==> config.mk <==
export PLATFORM = sky130hd
export DESIGN_NAME = input_capture_ctrl_flat
export DESIGN_NICKNAME = d
export VERILOG_FILES = /design/src/rtl/input_capture_ctrl_if.sv /design/src/rtl/input_capture_ctrl.sv /design/src/flat_wrapper.sv
export SDC_FILE = /design/constraint.sdc
export NUM_CORES = 1
export LEC_CHECK = 0
export CELL_PAD_IN_SITES_DETAIL_PLACEMENT = 0
export CELL_PAD_IN_SITES_GLOBAL_PLACEMENT = 2
export CORE_ASPECT_RATIO = 1.5
export CORE_MARGIN = 2
export CORE_UTILIZATION = 31
export DETAILED_ROUTE_END_ITERATION = 8
export HOLD_SLACK_MARGIN = 0.08
export PLACE_DENSITY_LB_ADDON = 0.1
export SETUP_SLACK_MARGIN = 0.5
export SLEW_MARGIN = 0
export SYNTH_ARGS = -nofsm -noshare
export SYNTH_HDL_FRONTEND = slang
export SYNTH_SLANG_ARGS = --single-unit
==> constraint.sdc <==
create_clock -name clk -period 2.8 [get_ports clk]
set_input_delay 0.56 -clock clk [delete_from_list [all_inputs] [get_ports clk]]
set_output_delay 0.56 -clock clk [all_outputs]
set_load 0.01 [all_outputs]
==> src/rtl/input_capture_ctrl_if.sv <==
// Pin, timer, configuration and read-port bundle of the input-capture control block.
// slave is the capture controller side, master is the register-file / stimulus side.
interface input_capture_ctrl_if;
  logic        ins;
  logic [2:0]  icm;
  logic [1:0]  ictmr;
  logic [1:0]  ici;
  logic [15:0] t_val_bi_0;
  logic [15:0] t_val_bi_1;
  logic        rd_i;
  logic [31:0] icbuf;
  logic        icbne;
  logic        icov;
  logic        ic_int;

  modport slave (
    input  ins, icm, ictmr, ici, t_val_bi_0, t_val_bi_1, rd_i,
    output icbuf, icbne, icov, ic_int
  );

  modport master (
    output ins, icm, ictmr, ici, t_val_bi_0, t_val_bi_1, rd_i,
    input  icbuf, icbne, icov, ic_int
  );
endinterface

==> src/rtl/input_capture_ctrl.sv <==
// Input-capture front end: pin synchroniser, edge/prescale qualification, FWFT capture FIFO,
// overflow flag and capture interrupt. Define IC_CAP32_EN to enable 32-bit cascade captures.
module input_capture_ctrl #(
  parameter int DEPTH = 4
) (
  input  logic                 clk,
  input  logic                 rst_n,
  input_capture_ctrl_if.slave  bus
);

  localparam int AW = $clog2(DEPTH);

  typedef logic [AW-1:0] ptr_t;
  typedef logic [AW:0]   cnt_t;

  localparam cnt_t FULL_CNT = cnt_t'(DEPTH);

  logic        sync_1;
  logic        sync_2;
  logic        prev;
  logic        rise;
  logic        fall;
  logic        any_edge;
  logic        mode_off;
  logic        prescaled;
  logic        pre_hit;
  logic        capture_event;
  logic [3:0]  pre_cnt;
  logic [2:0]  icm_prev;
  logic [31:0] entry;

  logic [31:0] mem [DEPTH];
  ptr_t        rd_ptr;
  ptr_t        wr_ptr;
  ptr_t        rd_ptr_n;
  ptr_t        wr_ptr_n;
  cnt_t        count;
  cnt_t        count_n;
  logic        full;
  logic        pop;
  logic        push;
  logic        overflow;
  logic [31:0] head_n;
  logic [31:0] icbuf_q;
  logic        icov_q;
  logic        ic_int_q;
  logic [2:0]  int_cnt;
  logic [2:0]  int_next;
  logic [2:0]  int_target;

  always_ff @(posedge clk or negedge rst_n) begin
    if (!rst_n) begin
      sync_1 <= 1'b0;
      sync_2 <= 1'b0;
      prev   <= 1'b0;
    end else begin
      sync_1 <= bus.ins;
      sync_2 <= sync_1;
      prev   <= sync_2;
    end
  end

  assign rise      = sync_2 & ~prev;
  assign fall      = ~sync_2 & prev;
  assign any_edge  = sync_2 ^ prev;
  assign mode_off  = (bus.icm == 3'b000) || (bus.icm[2:1] == 2'b11);
  assign prescaled = (bus.icm == 3'b100) || (bus.icm == 3'b101);

  always_comb begin
    capture_event = 1'b0;
    pre_hit       = 1'b0;
    case (bus.icm)
      3'b001: capture_event = any_edge;
      3'b010: capture_event = fall;
      3'b011: capture_event = rise;
      3'b100: begin
        pre_hit       = (pre_cnt == 4'd3);
        capture_event = rise & pre_hit;
      end
      3'b101: begin
        pre_hit       = (pre_cnt == 4'd15);
        capture_event = rise & pre_hit;
      end
      default: capture_event = 1'b0;
    endcase
  end

  // A mode change restarts the prescaler so stale counts never leak into the new mode.
  always_ff @(posedge clk or negedge rst_n) begin
    if (!rst_n) begin
      pre_cnt  <= 4'd0;
      icm_prev <= 3'b000;
    end else begin
      icm_prev <= bus.icm;
      if ((bus.icm != icm_prev) || mode_off) begin
        pre_cnt <= 4'd0;
      end else if (prescaled && rise) begin
        pre_cnt <= pre_hit ? 4'd0 : pre_cnt + 4'd1;
      end
    end
  end

  always_comb begin
    entry = {16'h0000, bus.t_val_bi_0};
`ifdef IC_CAP32_EN
    case (bus.ictmr)
      2'b01:   entry = {16'h0000, bus.t_val_bi_1};
      2'b10:   entry = {bus.t_val_bi_1, bus.t_val_bi_0};
      default: entry = {16'h0000, bus.t_val_bi_0};
    endcase
`else
    if (bus.ictmr == 2'b01) begin
      entry = {16'h0000, bus.t_val_bi_1};
    end
`endif
  end

  assign full     = (count == FULL_CNT);
  assign pop      = bus.rd_i && (count != '0) && !mode_off;
  assign push     = capture_event && (!full || pop);
  assign overflow = capture_event && full && !pop;

  always_comb begin
    rd_ptr_n = pop  ? rd_ptr + ptr_t'(1) : rd_ptr;
    wr_ptr_n = push ? wr_ptr + ptr_t'(1) : wr_ptr;
    count_n  = count;
    case ({push, pop})
      2'b10:   count_n = count + cnt_t'(1);
      2'b01:   count_n = count - cnt_t'(1);
      default: count_n = count;
    endcase
  end

  // The head register is loaded with the post-update head, bypassing the write when the
  // incoming entry lands in the slot that becomes the new head.
  always_comb begin
    head_n = 32'h0000_0000;
    if (!mode_off && (count_n != '0)) begin
      if (push && (rd_ptr_n == wr_ptr)) begin
        head_n = entry;
      end else begin
        head_n = mem[rd_ptr_n];
      end
    end
  end

  always_ff @(posedge clk or negedge rst_n) begin
    if (!rst_n) begin
      for (int i = 0; i < DEPTH; i++) begin
        mem[i] <= 32'h0000_0000;
      end
    end else if (push) begin
      mem[wr_ptr] <= entry;
    end
  end

  always_ff @(posedge clk or negedge rst_n) begin
    if (!rst_n) begin
      rd_ptr  <= '0;
      wr_ptr  <= '0;
      count   <= '0;
      icbuf_q <= 32'h0000_0000;
      icov_q  <= 1'b0;
    end else if (mode_off) begin
      rd_ptr  <= '0;
      wr_ptr  <= '0;
      count   <= '0;
      icbuf_q <= 32'h0000_0000;
      icov_q  <= 1'b0;
    end else begin
      rd_ptr  <= rd_ptr_n;
      wr_ptr  <= wr_ptr_n;
      count   <= count_n;
      icbuf_q <= head_n;
      if (overflow) begin
        icov_q <= 1'b1;
      end
    end
  end

  assign int_target = {1'b0, bus.ici} + 3'd1;
  assign int_next   = int_cnt + 3'd1;

  // Only captures that actually reach the FIFO advance the interrupt count.
  always_ff @(posedge clk or negedge rst_n) begin
    if (!rst_n) begin
      int_cnt  <= 3'd0;
      ic_int_q <= 1'b0;
    end else begin
      ic_int_q <= 1'b0;
      if (mode_off) begin
        int_cnt <= 3'd0;
      end else if (push) begin
        if (int_next == int_target) begin
          int_cnt  <= 3'd0;
          ic_int_q <= 1'b1;
        end else begin
          int_cnt <= int_next;
        end
      end
    end
  end

  assign bus.icbuf  = icbuf_q;
  assign bus.icbne  = (count != '0);
  assign bus.icov   = icov_q;
  assign bus.ic_int = ic_int_q;

endmodule

==> src/flat_wrapper.sv <==
// flat-port wrapper written by rule: the top's interface ports become plain ports
module input_capture_ctrl_flat 
#(
  parameter int DEPTH = 4
)
  (clk, rst_n, bus_ins, bus_icm, bus_ictmr, bus_ici, bus_t_val_bi_0, bus_t_val_bi_1, bus_rd_i, bus_icbuf, bus_icbne, bus_icov, bus_ic_int);
  input_capture_ctrl_if bus_i ();
  input  logic clk;
  input  logic rst_n;
  input wire logic [$bits(bus_i.ins)-1:0] bus_ins;
  input wire logic [$bits(bus_i.icm)-1:0] bus_icm;
  input wire logic [$bits(bus_i.ictmr)-1:0] bus_ictmr;
  input wire logic [$bits(bus_i.ici)-1:0] bus_ici;
  input wire logic [$bits(bus_i.t_val_bi_0)-1:0] bus_t_val_bi_0;
  input wire logic [$bits(bus_i.t_val_bi_1)-1:0] bus_t_val_bi_1;
  input wire logic [$bits(bus_i.rd_i)-1:0] bus_rd_i;
  output wire logic [$bits(bus_i.icbuf)-1:0] bus_icbuf;
  output wire logic [$bits(bus_i.icbne)-1:0] bus_icbne;
  output wire logic [$bits(bus_i.icov)-1:0] bus_icov;
  output wire logic [$bits(bus_i.ic_int)-1:0] bus_ic_int;
  assign bus_i.ins = bus_ins;
  assign bus_i.icm = bus_icm;
  assign bus_i.ictmr = bus_ictmr;
  assign bus_i.ici = bus_ici;
  assign bus_i.t_val_bi_0 = bus_t_val_bi_0;
  assign bus_i.t_val_bi_1 = bus_t_val_bi_1;
  assign bus_i.rd_i = bus_rd_i;
  assign bus_icbuf = bus_i.icbuf;
  assign bus_icbne = bus_i.icbne;
  assign bus_icov = bus_i.icov;
  assign bus_ic_int = bus_i.ic_int;
  input_capture_ctrl #(.DEPTH(DEPTH)) u_core (.clk(clk), .rst_n(rst_n), .bus(bus_i));
endmodule
* After elaboration in Yosys (flattened, before gate mapping)
Index checks and enable logic that the tools add are counted.
** Storage, ports and cells
- Logic and storage cells :: 101
- Register bits after elaboration :: 182
- Input port bits :: 43
** Cells by class
- Reductions and logical operators :: 22
- Add/subtract/negate cells :: 7
- $lt $le $gt $ge :: 3
- Bitwise logic cells :: 9
- Mux-type cells :: 29
- Equality and inequality tests :: 15
** Operator list (number)
- 2-to-1 mux 32 bit :: 6
- bitwise mux 128 bit :: 1
- binary-select mux 32 bit (select 2 bit) :: 1
- demux 32 bit (select 2 bit) :: 1
- 2-to-1 mux 16 bit :: 1
- 2-to-1 mux 3 bit :: 4
- 2-to-1 mux 4 bit :: 3
- == test 3 bit (second input constant) :: 3
- logical AND 1 bit :: 9
- 2-to-1 mux 2 bit :: 4
- adder 3 x 1 -> 3 bit (second input constant) :: 2
- == test 3 x 2 -> 1 bit (second input constant) :: 2
- greater-or-equal comparator 3 bit (second input constant) :: 2
- NOT 2 -> 3 bit :: 2
- case mux 3 bit (2 select lines) :: 1
- nonzero test 2 bit :: 3
- nonzero test 3 bit :: 2
- 2-to-1 mux 1 bit :: 5
- case mux 1 bit (5 select lines) :: 1
- adder 2 x 1 -> 2 bit (second input constant) :: 2
- adder 4 x 1 -> 4 bit (second input constant) :: 1
- AND 1 bit :: 4
- == test 2 x 1 -> 1 bit (second input constant) :: 2
- == test 2 bit (second input constant) :: 2
- 15 further kinds :: 21

* Longest topological paths before layout
- Depth in word-level cells :: 12
- Depth in mapped cells :: 14

* Worst setup path after synthesis
No wires, ideal clock.
- Path type :: input -> register
- Start point :: input port bus_icm[0]
- End point :: register u_core.icbuf_q[10] (netlist: u_core.bus.icbuf[10])
- Arrival time :: 2955 ps
- Setup slack :: -297 ps
- Cell stages on the path :: 13
- Library setup time :: 142 ps
- Cells stage by stage :: buf_2 > or3_1 > a21oi_1 > or2_2 > buf_2 > nor2_1 > fa_1 > xor2_1 > nor4_1 > o22ai_1 > o21ai_1 > buf_4 > a211oi_2
** On the way
- Word-level cells in the longest chain between the ends :: 12
** RTL lines
- from (decl) :: line flat_wrapper.sv:11 : input wire logic [$bits(bus_i.icm)-1:0] bus_icm;
- parallel branches: the longest is 11 deep, another holds 2-to-1 mux 32 bit
- 2-to-1 mux 32 bit (*) :: line input_capture_ctrl.sv:164 : end else if (mode_off) begin
- to (signal assigned) :: line input_capture_ctrl.sv:174 : icbuf_q <= head_n;
- to (decl) :: line input_capture_ctrl.sv:44 : logic [31:0] icbuf_q;
Mark *: on every way between the ends. The select of a mux whose other input is x is not followed.
A chain may end at the register's enable or synchronous reset.

* Final worst setup path
- Start point :: register u_core.prev
- End point :: register u_core.icbuf_q[15] (netlist: u_core.bus.icbuf[15])
** On the way
- Word-level cells in the longest chain between the ends :: 11
** RTL lines
- from (decl) :: line input_capture_ctrl.sv:20 : logic prev;
- from (signal assigned) :: line input_capture_ctrl.sv:59 : prev <= sync_2;
- NOT 1 bit :: line input_capture_ctrl.sv:63 : assign rise = sync_2 & ~prev;
- AND 1 bit :: line input_capture_ctrl.sv:63
- AND 1 bit, on equally long branches :: line input_capture_ctrl.sv:82, input_capture_ctrl.sv:78
- case mux 1 bit (5 select lines) (*) :: line input_capture_ctrl.sv:72 : case (bus.icm)
- logical AND 1 bit (*) :: line input_capture_ctrl.sv:120 : assign push = capture_event && (!full || pop);
- == test 2 x 1 -> 1 bit or == test 2 bit (tied branches) :: line input_capture_ctrl.sv:127 : case ({push, pop})
- case mux 3 bit (2 select lines) :: line input_capture_ctrl.sv:127
- nonzero test 3 bit :: line input_capture_ctrl.sv:138 : if (!mode_off && (count_n != '0)) begin
- logical AND 1 bit :: line input_capture_ctrl.sv:138
- 2-to-1 mux 32 bit (*) :: line input_capture_ctrl.sv:138
- 2-to-1 mux 32 bit (*) :: line input_capture_ctrl.sv:164
Mark *: on every way between the ends. The rest lies on a longest branch, timed or not.

==> impl_results.md <==
* Sequential fraction of design power at 0.384
* Sw Pwr at 1.95 mW
* X dimension of the die at 118 µm
* Largest net degree at the start of global routing at 53
* Row cnt at 62
* Final worst setup slack at 0.100 ns
* Met2 WL at 10200 µm
* Finish-stage setup viols at 0
* Crit path launch type: register
* Synthesized-area fraction occupied by and/or/nand/nor cells at 0.187
* Setup Crit Path Kind: reg2reg
* Total track usage at 0.184
* Worst clock skew at 0.0114 ns
* RSZ-0062 raised after global routing: yes
* DRT met1 WL at 7720 µm
* Ys async rst share at 1.00
* Finished Cell Area at 8030 µm²
* Synthesized-area fraction occupied by adder cells at 0.0218
* Synth Area in XOR/XNOR at 0.0129
* Initial Utilization at 0.317
* Post-synthesis sequential area ratio at 0.419
* Mapped Area at 6090 µm²
* P_leak at 3.42 nW
* Post-synthesis sequential element count at 102
* Max capacitance violation total at 0
* DRT antenna net count at 0
* P per Cell Area at 694 nW/µm²
* Antenna cells at 0
* H-tree depth at 3
* Clock sink count at 102
* TritonCTS clock tree: built
* Vias in the first global route at 5333
* Fin. max-slew vios at 0
* Crit end category: register
* Number of enable flip-flop cells after synthesis at 0
* Outcome: finished, final reports clean
* DP HPWL at 12900 µm
* Tot Pwr at 5.57 mW
* Post-route clock period utilization at 0.964
* Worst setup endpoint: u_core.bus.icbuf[15]
* Worst-margin pin slew at 1.14 ns
* Synth Flop Type: dfrtp_1
* Residual DRC at 0
* Layout cell share with drive strength beyond 1 at 0.234
* Total gr overflow at 0
* Clock tree root buffer cell: clkbuf_16
* Global-route wire length before repair at 29900 µm
* Iter 0 DRT Violations at 230
* Port bufs at 61
* RePlAce Congestion at 0.829
* Crit path DAT at 2.96 ns
* Worst r2r src: u_core.prev
* R2R depth at 13
* Dpl cell area at 7550 µm²
* Syn Inst Count at 670
* Worst setup path start: u_core.prev
* Vias at 5419
* Maximum clock frequency at 370 MHz
* Setup TNS at 0 ns
* DR pass1 iterations at 4
* Rel. slew slack at 0.236
* Synth Area in Compound Gates at 0.205
* Non-Filler Instances at 1041
* Combinational Power Share at 0.385
* Reg clk slew, reported paths at 0.07 ns
* Post-synthesis mux area share at 0.0859
* Average wire per standard cell at 18.0 µm
* Die height at 176 µm
* VDD IR-drop max at 0.348 mV
* Clock tree buffer depth at 2
* WL final at 18700 µm
* Max Used Layer: met4
* Wire length on met3 at 482 µm
* Commonest cells after routing, fill and taps aside: nand2_1 (126), dfrtp_1 (102), buf_4 (81)
* Die area at 20800 µm²
* Reg2reg end: u_core.bus.icbuf[15]
* Hold violation count in the final report at 0
* Sw frac at 0.350
* Area grow syn2layout at 31.9%
* Clk Latency, worst-skew pair at 0.36 ns
* Clock network power share at 0.231
* R2R setup slack at 0.10 ns
* Placed Instances at 1016
* Pint at 3.62 mW
* Via density per instance at 5.21
* Initial antenna violation count at 0
* Post-synth cell types at 57
* Net count, final at 833
* DP Worst Slack at -0.608 ns
* Ports at 78
* Post-layout min period at 2.70 ns
* Critical Path Fanout Max at 8
* YS warnings at 0
* # hold bufs at CTS at 0
* Largest family of logic cells by synthesized area: compound AO/OA/AOI/OAI gates
* Core Area at 19200 µm²
* CTS buffer count at 9
* Commonest non-fill, non-tap cell in the layout: nand2_1
* WP data required at 3.06 ns
* Synth Area per Inst at 9.09 µm²
* HP Class: in2async
==> state kept, by name, indices dropped and copies added, names as in the netlist <==
register,count
u_core.bus.icbuf,16
u_core.bus.ic_int,1
u_core.sync_2,1
u_core.rd_ptr,2
u_core.mem,64
u_core.bus.icov,1
u_core.wr_ptr,2
u_core.pre_cnt,4
u_core.prev,1
u_core.int_cnt,3
u_core.count,3
u_core.icm_prev,3
u_core.sync_1,1
==> how the worst min path moves through the flow <==
| stage | from | end | slack (ns) |
|---|---|---|---|
| floorplan | rst_n | u_core.bus.ic_int | 0.26 |
| global placement | u_core.sync_1 | u_core.sync_2 | 0.34 |
| detailed placement | u_core.sync_1 | u_core.sync_2 | 0.35 |
| CTS | rst_n | u_core.bus.icbuf[7] | 0.12 |
| global route | rst_n | u_core.count[1] | 0.13 |
| finish | rst_n | u_core.count[1] | 0.11 |
==> power groups by stage <==
stage	logic (mW)	clock network, mW	registers, mW
finish	2.14	1.29	2.14
global route	2.37	1.39	2.19
CTS	2.16	1.32	2.13
detailed placement	2.08	0	2.16
global placement	2.03	0	2.15
floorplan	1.22	0	2.10
==> routing by layer <==
layer / global-route usage / up-vias
met1: 0.222 / 2702
li1: - / 2608
met2: 0.336 / 87
met3: 0.0237 / 22
met5: 0 / -
met4: 0.0590 / 0
==> Yosys cell counts (12+ instances only) <==
cell type | instances | area share
a2111oi_0 | 15 | 0.022
o21ai_0 | 69 | 0.057
a21oi_1 | 22 | 0.018
and3_1 | 33 | 0.034
nor4_1 | 19 | 0.020
buf_4 | 21 | 0.026
o211ai_1 | 21 | 0.026
nand2_1 | 126 | 0.078
mux2i_1 | 34 | 0.056
buf_2 | 15 | 0.012
clkbuf_1 | 31 | 0.019
a31o_2 | 15 | 0.022
mux2_2 | 15 | 0.028
nor2_1 | 18 | 0.011
dfrtp_1 | 102 | 0.42
nand3_1 | 12 | 0.0099
==> cell families (layout without fill, tap and decap cells) <==
kind of cell,Yosys count,in the layout
AOI/OAI and AO/OA,181,181
xor gates and xnor gates,9,9
adders and majority gates,10,10
buffers and inverters,79,179
DFF,102,102
muxes,50,50
other,1,16
and+or+nand+nor,238,238
==> per-stage QoR <==
step / hold WS [ns] / util
after CTS: 0.116 / 0.416
after global placement: 0.340 / 0.393
final: 0.114 / 0.417
after floorplan: 0.264 / -
after global routing: 0.133 / 0.417
after detailed placement: 0.346 / 0.393
==> critical path, stage by stage, from the launching register on <==
cell,delay [ns]
dfrtp_1,0.40
inv_2,0.07
ha_4,0.15
nand4b_1,0.18
a21oi_4,0.17
or2_4,0.15
nor2_4,0.03
fa_2,0.57
nor3_2,0.06
a311oi_2,0.27
o21ai_2,0.10
buf_4,0.15
buf_12,0.14
a311oi_2,0.18
==> layout make-up <==
class / count / area, µm²
Clock buffer: 11 / 233
Multi-Input combinational cell: 504 / 3340
Sequential cell: 102 / 2550
Clock inverter: 5 / 60.1
Tap cell: 256 / 320
Fill cell: 1988 / 11200
Timing Repair Buffer: 156 / 1500
Inverter: 7 / 26.3
==> what timing repair did <==
action | in CTS | in global routing
gates resized for setup | 30 | 2
hold endpoints to repair | 0 | 0
endpoints found under the setup margin | 77 | 19
buffers inserted | 6 | 2
gates cloned | 1 | 0
pin swaps | 15 | 3
No activity file was read; power rests on OpenSTA's default activity.
